--- config.mk ---
export PLATFORM = sky130hd
export DESIGN_NAME = lfsr_word_gen
export DESIGN_NICKNAME = d
export VERILOG_FILES = /design/src/rtl/lfsr_pkg.sv /design/src/rtl/lfsr_core.sv /design/src/rtl/lfsr_word_gen.sv
export SDC_FILE = /design/constraint.sdc
export NUM_CORES = 1
export LEC_CHECK = 0
export ABC_AREA = 1
export CAP_MARGIN = 20
export CORE_ASPECT_RATIO = 1.75
export CORE_MARGIN = 3
export CORE_UTILIZATION = 52
export CTS_CLUSTER_SIZE = 8
export DETAILED_ROUTE_END_ITERATION = 7
export PLACE_DENSITY = 0.79
export RECOVER_POWER = 50
export SLEW_MARGIN = 20
export SYNTH_ARGS = -nofsm -noshare
export SYNTH_HDL_FRONTEND = slang
export SYNTH_SLANG_ARGS = --single-unit
--- constraint.sdc ---
create_clock -name clk -period 1.8 [get_ports clk]
set_input_delay 0.36 -clock clk [delete_from_list [all_inputs] [get_ports clk]]
set_output_delay 0.36 -clock clk [all_outputs]
set_load 0.03 [all_outputs]
--- src/rtl/lfsr_pkg.sv ---
// Shared constants for the LFSR word generator: mode selectors,
// known maximal-length tap masks and width limits.
package lfsr_pkg;

  localparam int MODE_FIBONACCI = 0;
  localparam int MODE_GALOIS    = 1;

  localparam logic [3:0]  TAPS_4  = 4'h9;
  localparam logic [4:0]  TAPS_5  = 5'h12;
  localparam logic [15:0] TAPS_16 = 16'hB400;

  localparam int LFSR_MAX_WIDTH = 32;

  // Counter width able to hold 0..n-1; never narrower than one bit.
  function automatic int cnt_width(input int n);
    return (n > 1) ? $clog2(n) : 1;
  endfunction

endpackage

--- src/rtl/lfsr_core.sv ---
// LFSR state register with Fibonacci or Galois stepping, reseed mux and
// zero-seed guard. Exposes only the bit that the next step shifts out.
module lfsr_core
  import lfsr_pkg::*;
#(
  parameter int                  NUM_BITS = 16,
  parameter logic [NUM_BITS-1:0] TAPS     = TAPS_16,
  parameter logic [NUM_BITS-1:0] SEED     = 16'h0001,
  parameter int                  GALOIS   = MODE_FIBONACCI
) (
  input  logic                clk,
  input  logic                rst_n,
  input  logic                advance_i,
  input  logic                reseed_i,
  input  logic [NUM_BITS-1:0] seed_i,
  output logic                msb_o,
  output logic                lockup_o
);

  logic [NUM_BITS-1:0] sr_q, sr_d, step_w;
  logic                lockup_q, lockup_d;

  generate
    if (SEED == '0) begin : g_bad_seed
      $error("lfsr_core: SEED must be nonzero");
    end
    if (NUM_BITS < 2 || NUM_BITS > LFSR_MAX_WIDTH) begin : g_bad_width
      $error("lfsr_core: NUM_BITS out of range 2..32");
    end
    if (GALOIS == MODE_GALOIS) begin : g_galois
      // Galois: shift left, fold the outgoing bit into every tap position.
      assign step_w = {sr_q[NUM_BITS-2:0], 1'b0} ^ (sr_q[NUM_BITS-1] ? TAPS : '0);
    end else begin : g_fibonacci
      // Fibonacci: shift left, feed the parity of the tapped bits in at bit 0.
      assign step_w = {sr_q[NUM_BITS-2:0], ^(sr_q & TAPS)};
    end
  endgenerate

  // Next state: reseed beats advance; a zero seed is swapped for SEED so the
  // register can never lock up in the all-zero state.
  always_comb begin
    sr_d     = sr_q;
    lockup_d = 1'b0;
    if (reseed_i) begin
      if (seed_i == '0) begin
        sr_d     = SEED;
        lockup_d = 1'b1;
      end else begin
        sr_d = seed_i;
      end
    end else if (advance_i) begin
      sr_d = step_w;
    end
  end

  // State and lockup pulse registers.
  always_ff @(posedge clk or negedge rst_n) begin
    if (!rst_n) begin
      sr_q     <= SEED;
      lockup_q <= 1'b0;
    end else begin
      sr_q     <= sr_d;
      lockup_q <= lockup_d;
    end
  end

  assign msb_o    = sr_q[NUM_BITS-1];
  assign lockup_o = lockup_q;

endmodule

--- src/rtl/lfsr_word_gen.sv ---
// Pseudo-random word generator: packs the LFSR serial stream MSB-first into
// WORD_BITS-wide words offered on a valid/ready handshake. The generator
// freezes on the last bit of a word rather than overwrite an unread word.
module lfsr_word_gen
  import lfsr_pkg::*;
#(
  parameter int                  NUM_BITS  = 16,
  parameter logic [NUM_BITS-1:0] TAPS      = TAPS_16,
  parameter logic [NUM_BITS-1:0] SEED      = 16'h0001,
  parameter int                  WORD_BITS = 8,
  parameter int                  GALOIS    = MODE_FIBONACCI
) (
  input  logic                 clk,
  input  logic                 rst_n,
  input  logic                 enable,
  input  logic                 reseed,
  input  logic [NUM_BITS-1:0]  seed_in,
  output logic                 random_bit,
  output logic [WORD_BITS-1:0] word_out,
  output logic                 word_valid,
  input  logic                 word_ready,
  output logic                 lockup
);

  localparam int             CNT_W    = cnt_width(WORD_BITS);
  localparam logic [CNT_W-1:0] LAST_BIT = CNT_W'(WORD_BITS - 1);

  generate
    if (WORD_BITS < 1 || WORD_BITS > LFSR_MAX_WIDTH) begin : g_bad_word
      $error("lfsr_word_gen: WORD_BITS out of range 1..32");
    end
  endgenerate

  logic                 msb_w, last_w, stall_w, advance_w, complete_w, accept_w;
  logic [WORD_BITS-1:0] word_next_w;

  logic                 random_bit_q, random_bit_d;
  logic [WORD_BITS-1:0] shift_q, shift_d;
  logic [CNT_W-1:0]     bit_cnt_q, bit_cnt_d;
  logic [WORD_BITS-1:0] word_out_q, word_out_d;
  logic                 word_valid_q, word_valid_d;

  assign last_w     = (bit_cnt_q == LAST_BIT);
  assign stall_w    = last_w && word_valid_q && !word_ready;
  assign advance_w  = enable && !reseed && !stall_w;
  assign complete_w = advance_w && last_w;
  assign accept_w   = word_valid_q && word_ready;

  generate
    if (WORD_BITS == 1) begin : g_word1
      assign word_next_w = msb_w;
    end else begin : g_wordn
      assign word_next_w = {shift_q[WORD_BITS-2:0], msb_w};
    end
  endgenerate

  lfsr_core #(
    .NUM_BITS (NUM_BITS),
    .TAPS     (TAPS),
    .SEED     (SEED),
    .GALOIS   (GALOIS)
  ) u_core (
    .clk       (clk),
    .rst_n     (rst_n),
    .advance_i (advance_w),
    .reseed_i  (reseed),
    .seed_i    (seed_in),
    .msb_o     (msb_w),
    .lockup_o  (lockup)
  );

  // Collector and handshake: a completing word may replace the one being
  // accepted on the same edge, keeping word_valid high with no bubble.
  always_comb begin
    random_bit_d = random_bit_q;
    shift_d      = shift_q;
    bit_cnt_d    = bit_cnt_q;
    word_out_d   = word_out_q;
    word_valid_d = word_valid_q;
    if (accept_w) begin
      word_valid_d = 1'b0;
    end
    if (reseed) begin
      shift_d   = '0;
      bit_cnt_d = '0;
    end else if (advance_w) begin
      random_bit_d = msb_w;
      shift_d      = word_next_w;
      if (complete_w) begin
        bit_cnt_d    = '0;
        word_out_d   = word_next_w;
        word_valid_d = 1'b1;
      end else begin
        bit_cnt_d = bit_cnt_q + 1'b1;
      end
    end
  end

  // Collector state registers.
  always_ff @(posedge clk or negedge rst_n) begin
    if (!rst_n) begin
      random_bit_q <= 1'b0;
      shift_q      <= '0;
      bit_cnt_q    <= '0;
      word_out_q   <= '0;
      word_valid_q <= 1'b0;
    end else begin
      random_bit_q <= random_bit_d;
      shift_q      <= shift_d;
      bit_cnt_q    <= bit_cnt_d;
      word_out_q   <= word_out_d;
      word_valid_q <= word_valid_d;
    end
  end

  assign random_bit = random_bit_q;
  assign word_out   = word_out_q;
  assign word_valid = word_valid_q;

endmodule

Yosys cells after proc, flatten, opt, wreduce, memory -nomap -nowiden --
Index checks and enable logic that the tools add are counted.
Operators by class: $mul 0, multiplexer cells 14, divide/modulo/power cells 0, magnitude comparators 0, bitwise logic cells 1, reductions and logical operators 14, add/sub/neg operators 1, shift-type cells 0, eq/ne operators 1
Operators with widths (number):
- $mux W16 | 3
- $logic_not A16 Y1 | 1
- $reduce_xor A16 Y1 | 1
- $mux W7 | 2
- $mux W3 | 3
- $logic_and A1 B1 Y1 | 6
- $mux W1 | 6
- $add A3 B1 Y3 const B | 1
- $eq A3 B3 Y1 const B | 1
- $logic_not A1 Y1 | 3
- $reduce_and A3 Y1 | 1
- $reduce_and A2 Y1 | 1
- $reduce_bool A2 Y1 | 1
- $not A1 Y1 | 1
Storage, ports and cells: word-level logic and storage cells 38, bits in latches 0, input bits 21, bits in read-only memories 0, register bits after elaboration 37, output and inout port bits 11, RAM bits 0, memories 0

Logic depth before layout (Yosys ltp) --
depth after elaboration 9, mapped depth 8, gate-level depth less buffers 7

Hierarchy --
Synthesis repeated with hierarchy kept, for this count alone.
Second synthesis, totals: cells, all modules 214, area total of the unflattened synthesis 1910.6 um^2
Modules (own cells, without submodules):
- lfsr_core | area an instance 997.2 um^2, instances 1, seq. area each 426.7 um^2, cells each 120
- lfsr_word_gen | area an instance 913.4 um^2, instances 1, seq. area each 500.5 um^2, cells each 94

Worst setup path before layout --
No wires, ideal clock.
kind reg2reg, from register bit_cnt_q[0], to register word_out_q[1] (netlist: word_out[1]), period minus slack after synthesis 1458 ps, setup time 123 ps, slack 342 ps, arrival time 1335 ps, path buffers 1, stages on the path, launching flop included 8, data required time 1677 ps, path through dfrtp_1 ha_1 ha_1 nand3_1 nand2_4 buf_6 o21ai_0 nand2_1
On the way: cells in the longest elaborated chain, start to end 7
RTL lines:
- from (decl) | line lfsr_word_gen.sv:39 | logic [CNT_W-1:0] bit_cnt_q, bit_cnt_d;
- from (signal assigned) | line lfsr_word_gen.sv:110 | bit_cnt_q <= bit_cnt_d;
- $eq A3 B3 Y1 (*) | line lfsr_word_gen.sv:43 | assign last_w = (bit_cnt_q == LAST_BIT);
- $logic_and A1 B1 Y1 (2 in a row) | line lfsr_word_gen.sv:44 | assign stall_w = last_w && word_valid_q && !word_ready;
- $logic_not A1 Y1 | line lfsr_word_gen.sv:45 | assign advance_w = enable && !reseed && !stall_w;
- $logic_and A1 B1 Y1 | line lfsr_word_gen.sv:45
- $logic_and A1 B1 Y1 | line lfsr_word_gen.sv:46 | assign complete_w = advance_w && last_w;
- $reduce_and A3 Y1 (no source line) (*)
- to (signal assigned) | line lfsr_word_gen.sv:111 | word_out_q <= word_out_d;
- to (decl) | line lfsr_word_gen.sv:40 | logic [WORD_BITS-1:0] word_out_q, word_out_d;
Every way passes the cells marked *; elsewhere a longest branch is shown, timed or not. A chain may end at the register's enable or synchronous reset.

Worst setup path after layout --
from register word_valid_q (netlist: word_valid), to output word_valid
RTL lines:
- from (decl) | line lfsr_word_gen.sv:41 | logic word_valid_q, word_valid_d;
- from (signal assigned) | line lfsr_word_gen.sv:112 | word_valid_q <= word_valid_d;
- to (decl) | line lfsr_word_gen.sv:20 | output logic word_valid,
No word-level cell between the ends.

==> results.toml <==
[outcome]
status = "finished clean"

[sta]
hold_violations = 0
period_needed_ns = 1.73
fin_setup_tns_ns = 0
maxSlewViolCount = 0
skew_ns = 0.00364
max_freq_ghz = 0.578
rsz0062_at_grt = "no"
tightest_slew_ns = 0.888
setup_viol = 0
min_period_over_period_pct = 96.2
slew_headroom_pct = 40.8
holdWs_ns = 0.473

[worst_setup_path]
cp_data_required_time_ns = 1.44
critPathMaxFanout = 4
path_buf_inv = 1
crit_type = "flop to output port"
crit_slowest_cell = "clkdlybuf4s50_1"
crit_arrival_ns = 1.37
crit_chain = "clkdlybuf4s50_1"
crit_path_start_kind = "flop"
crit_family = "buffers and inverters"
cpPeakStageDelay_ns = 0.69
end_kind = "output port"

[logic_synthesis]
synth_edf_count = 0
synth_nets = 241
synth.largest_area_cell = "dfrtp_1"
ys_top_cells_by_area = "dfrtp_1 49%, nand2_1 13%, o21ai_2 5.2%"
synth-main-ff-cell = "dfrtp_1"
synth.top_cell.area_share_pct = 48.7
ys_seq_area_share_pct = 50.1
synthCells = 218
yosys_register_bits = 37
avgSynthCellArea_um2 = 8.49
synthArstFlopShare_pct = 100
synth_area_um2 = 1850
yosysWarnings = 0
netlist-cell-type-count = 21

[layout]
final_cell_mix = "66 x nand2_1, 36 x dfrtp_1, 29 x clkdlybuf4s50_1"
multi_input_comb_area_um2 = 737
area_delta_synth_final_pct = 23.3
antenna-diode-count = 0
fillCellCount = 301
drive_gt1_share_pct = 12.3
layout_commonest_cell = "nand2_1"
regArea_um2 = 927
final_nets = 274

[global_route]
antenna_found_initial = 0
grt_start_max_net_pins = 38
first_global_vias = 1470
overflow = 0
grt_usage_pct = 19.9
grt_pass1_wl_um = 6540

[clocking]
cts_num_sinks = 37
clk_pin_slew_ns = 0.08
cts_root_buf = "clkbuf_8"
post-cts-setup-buffers = 0
cts.repair.resized = 0
cts-buffers-inserted = 5
cts_tree = "built"
hold_buffers = 0
cts_buffer_depth = 2
htree_levels = 2
insertion_delay_ns = 0.29

[pwr]
power_frac_comb_pct = 14.3
net-switching-power_w = 0.000513
clkPwrFrac_pct = 41.0
p_seq_share_pct = 44.7
power_leakage_nw = 1.11
ir_drop_mv = 0.686
p_per_area_nw_per_um2 = 913
p_sw_share_pct = 24.6
p_int_w = 0.00157

[route]
wl_um = 3580
wl_per_cell_um = 12.1
ant_nets = 0
vias = 1470
viasPerCell = 4.95
dr.pass1.iters = 4
drc = 0
first_iter_violations = 44

[job]
drv_cap = 0

[floorplanning]
initial_core_util_pct = 54.5
design.die.area_um2 = 4340
die_w_um = 51.1
fp-row-count = 28
core_area_um2 = 3400
die_y_um = 84.9
io_pins = 32

[placement]
dp_hpwl_um = 2520
io_buffer_count = 31
place_congestion = 0.772

[min_path]
hp-class = "flop to flop"
## state kept, by name, indices dropped and copies added (netlist names)
register and flops:
bit_cnt_q 3, random_bit 1, shift_q 7, u_core.lockup_o 1, u_core.sr_q 16, word_out 8
word_valid 1
## kinds of logic (layout without fill, tap and decap cells)
group | after synthesis | after routing | synth area share (%)
buffers and inverters | 33 | 67 | 10.1
and+or+nand+nor | 102 | 102 | 23.7
DFF | 37 | 37 | 50.1
AOI/OAI and AO/OA | 44 | 44 | 14.7
adders and majority gates | 2 | 2 | 1.35
## cell usage after synthesis, types with 2 or more instances
cell / count
nand2_1: 66
dfrtp_1: 36
inv_1: 24
nor2_1: 21
o21ai_0: 18
o21ai_2: 11
nand3_1: 8
a21oi_1: 7
o22ai_1: 7
buf_6: 4
nor2_2: 3
buf_2: 2
ha_1: 2
nor2_4: 2
## power by group through the flow
| stage | Combinational [W] | Clock, W | Sequential, W |
|---|---|---|---|
| finish | 0.000297 | 0.000854 | 0.000930 |
| global route | 0.000342 | 0.000913 | 0.000937 |
| CTS | 0.000306 | 0.000868 | 0.000930 |
| detailed placement | 0.000303 | 0 | 0.000945 |
| global placement | 0.000297 | 0 | 0.000942 |
| floorplan | 0.000203 | 0 | 0.000944 |
## worst min-delay path, cell delays in order, from the launching register on
cell     delay [ns]
dfrtp_1        0.34
nand2_1        0.05
nand2_1        0.05
## area by class of cell
| type | count | share of cell area, % |
|---|---|---|
| clock inverter | 3 | 2.85 |
| tap | 45 | 2.47 |
| clock buffer | 5 | 3.02 |
| timing repair buffer | 34 | 14.5 |
| multi-input combinational | 148 | 32.3 |
| sequential | 37 | 40.6 |
| inverter | 25 | 4.22 |
## stage by stage
stage	utilization, %	total power (W)	setup WS, ns	std cells	cell area, um2
floorplan	-	0.00115	0.342	218	1850
global placement	63.6	0.00124	0.0332	289	2160
detailed placement	63.6	0.00125	0.0149	289	2160
CTS	67.6	0.00210	0.0577	297	2300
global route	67.1	0.00219	0.0169	297	2280
finish	67.1	0.00208	0.0689	297	2280
## path summary, 6_finish.rpt
path	end	start	depth (start not counted)	slack, ns
max in group asynchronous	u_core.sr_q[5]	rst_n	2	0.52
min	word_out[2]	shift_q[1]	2	0.47
min reg2reg	word_out[2]	shift_q[1]	2	0.47
min in group asynchronous	u_core.sr_q[15]	rst_n	2	0.73
max	word_valid	word_valid	1	0.07
max reg2reg	bit_cnt_q[0]	bit_cnt_q[0]	7	0.11
## metal layers
metal | up-vias | wire length (um) | GRT usage [%]
met5 | - | 0 | 0
met4 | 0 | 91 | 9.80
met3 | 7 | 127 | 4.92
met2 | 34 | 1940 | 34.2
met1 | 672 | 1420 | 22.3
li1 | 757 | - | -
No activity file was read; power rests on OpenSTA's default activity.
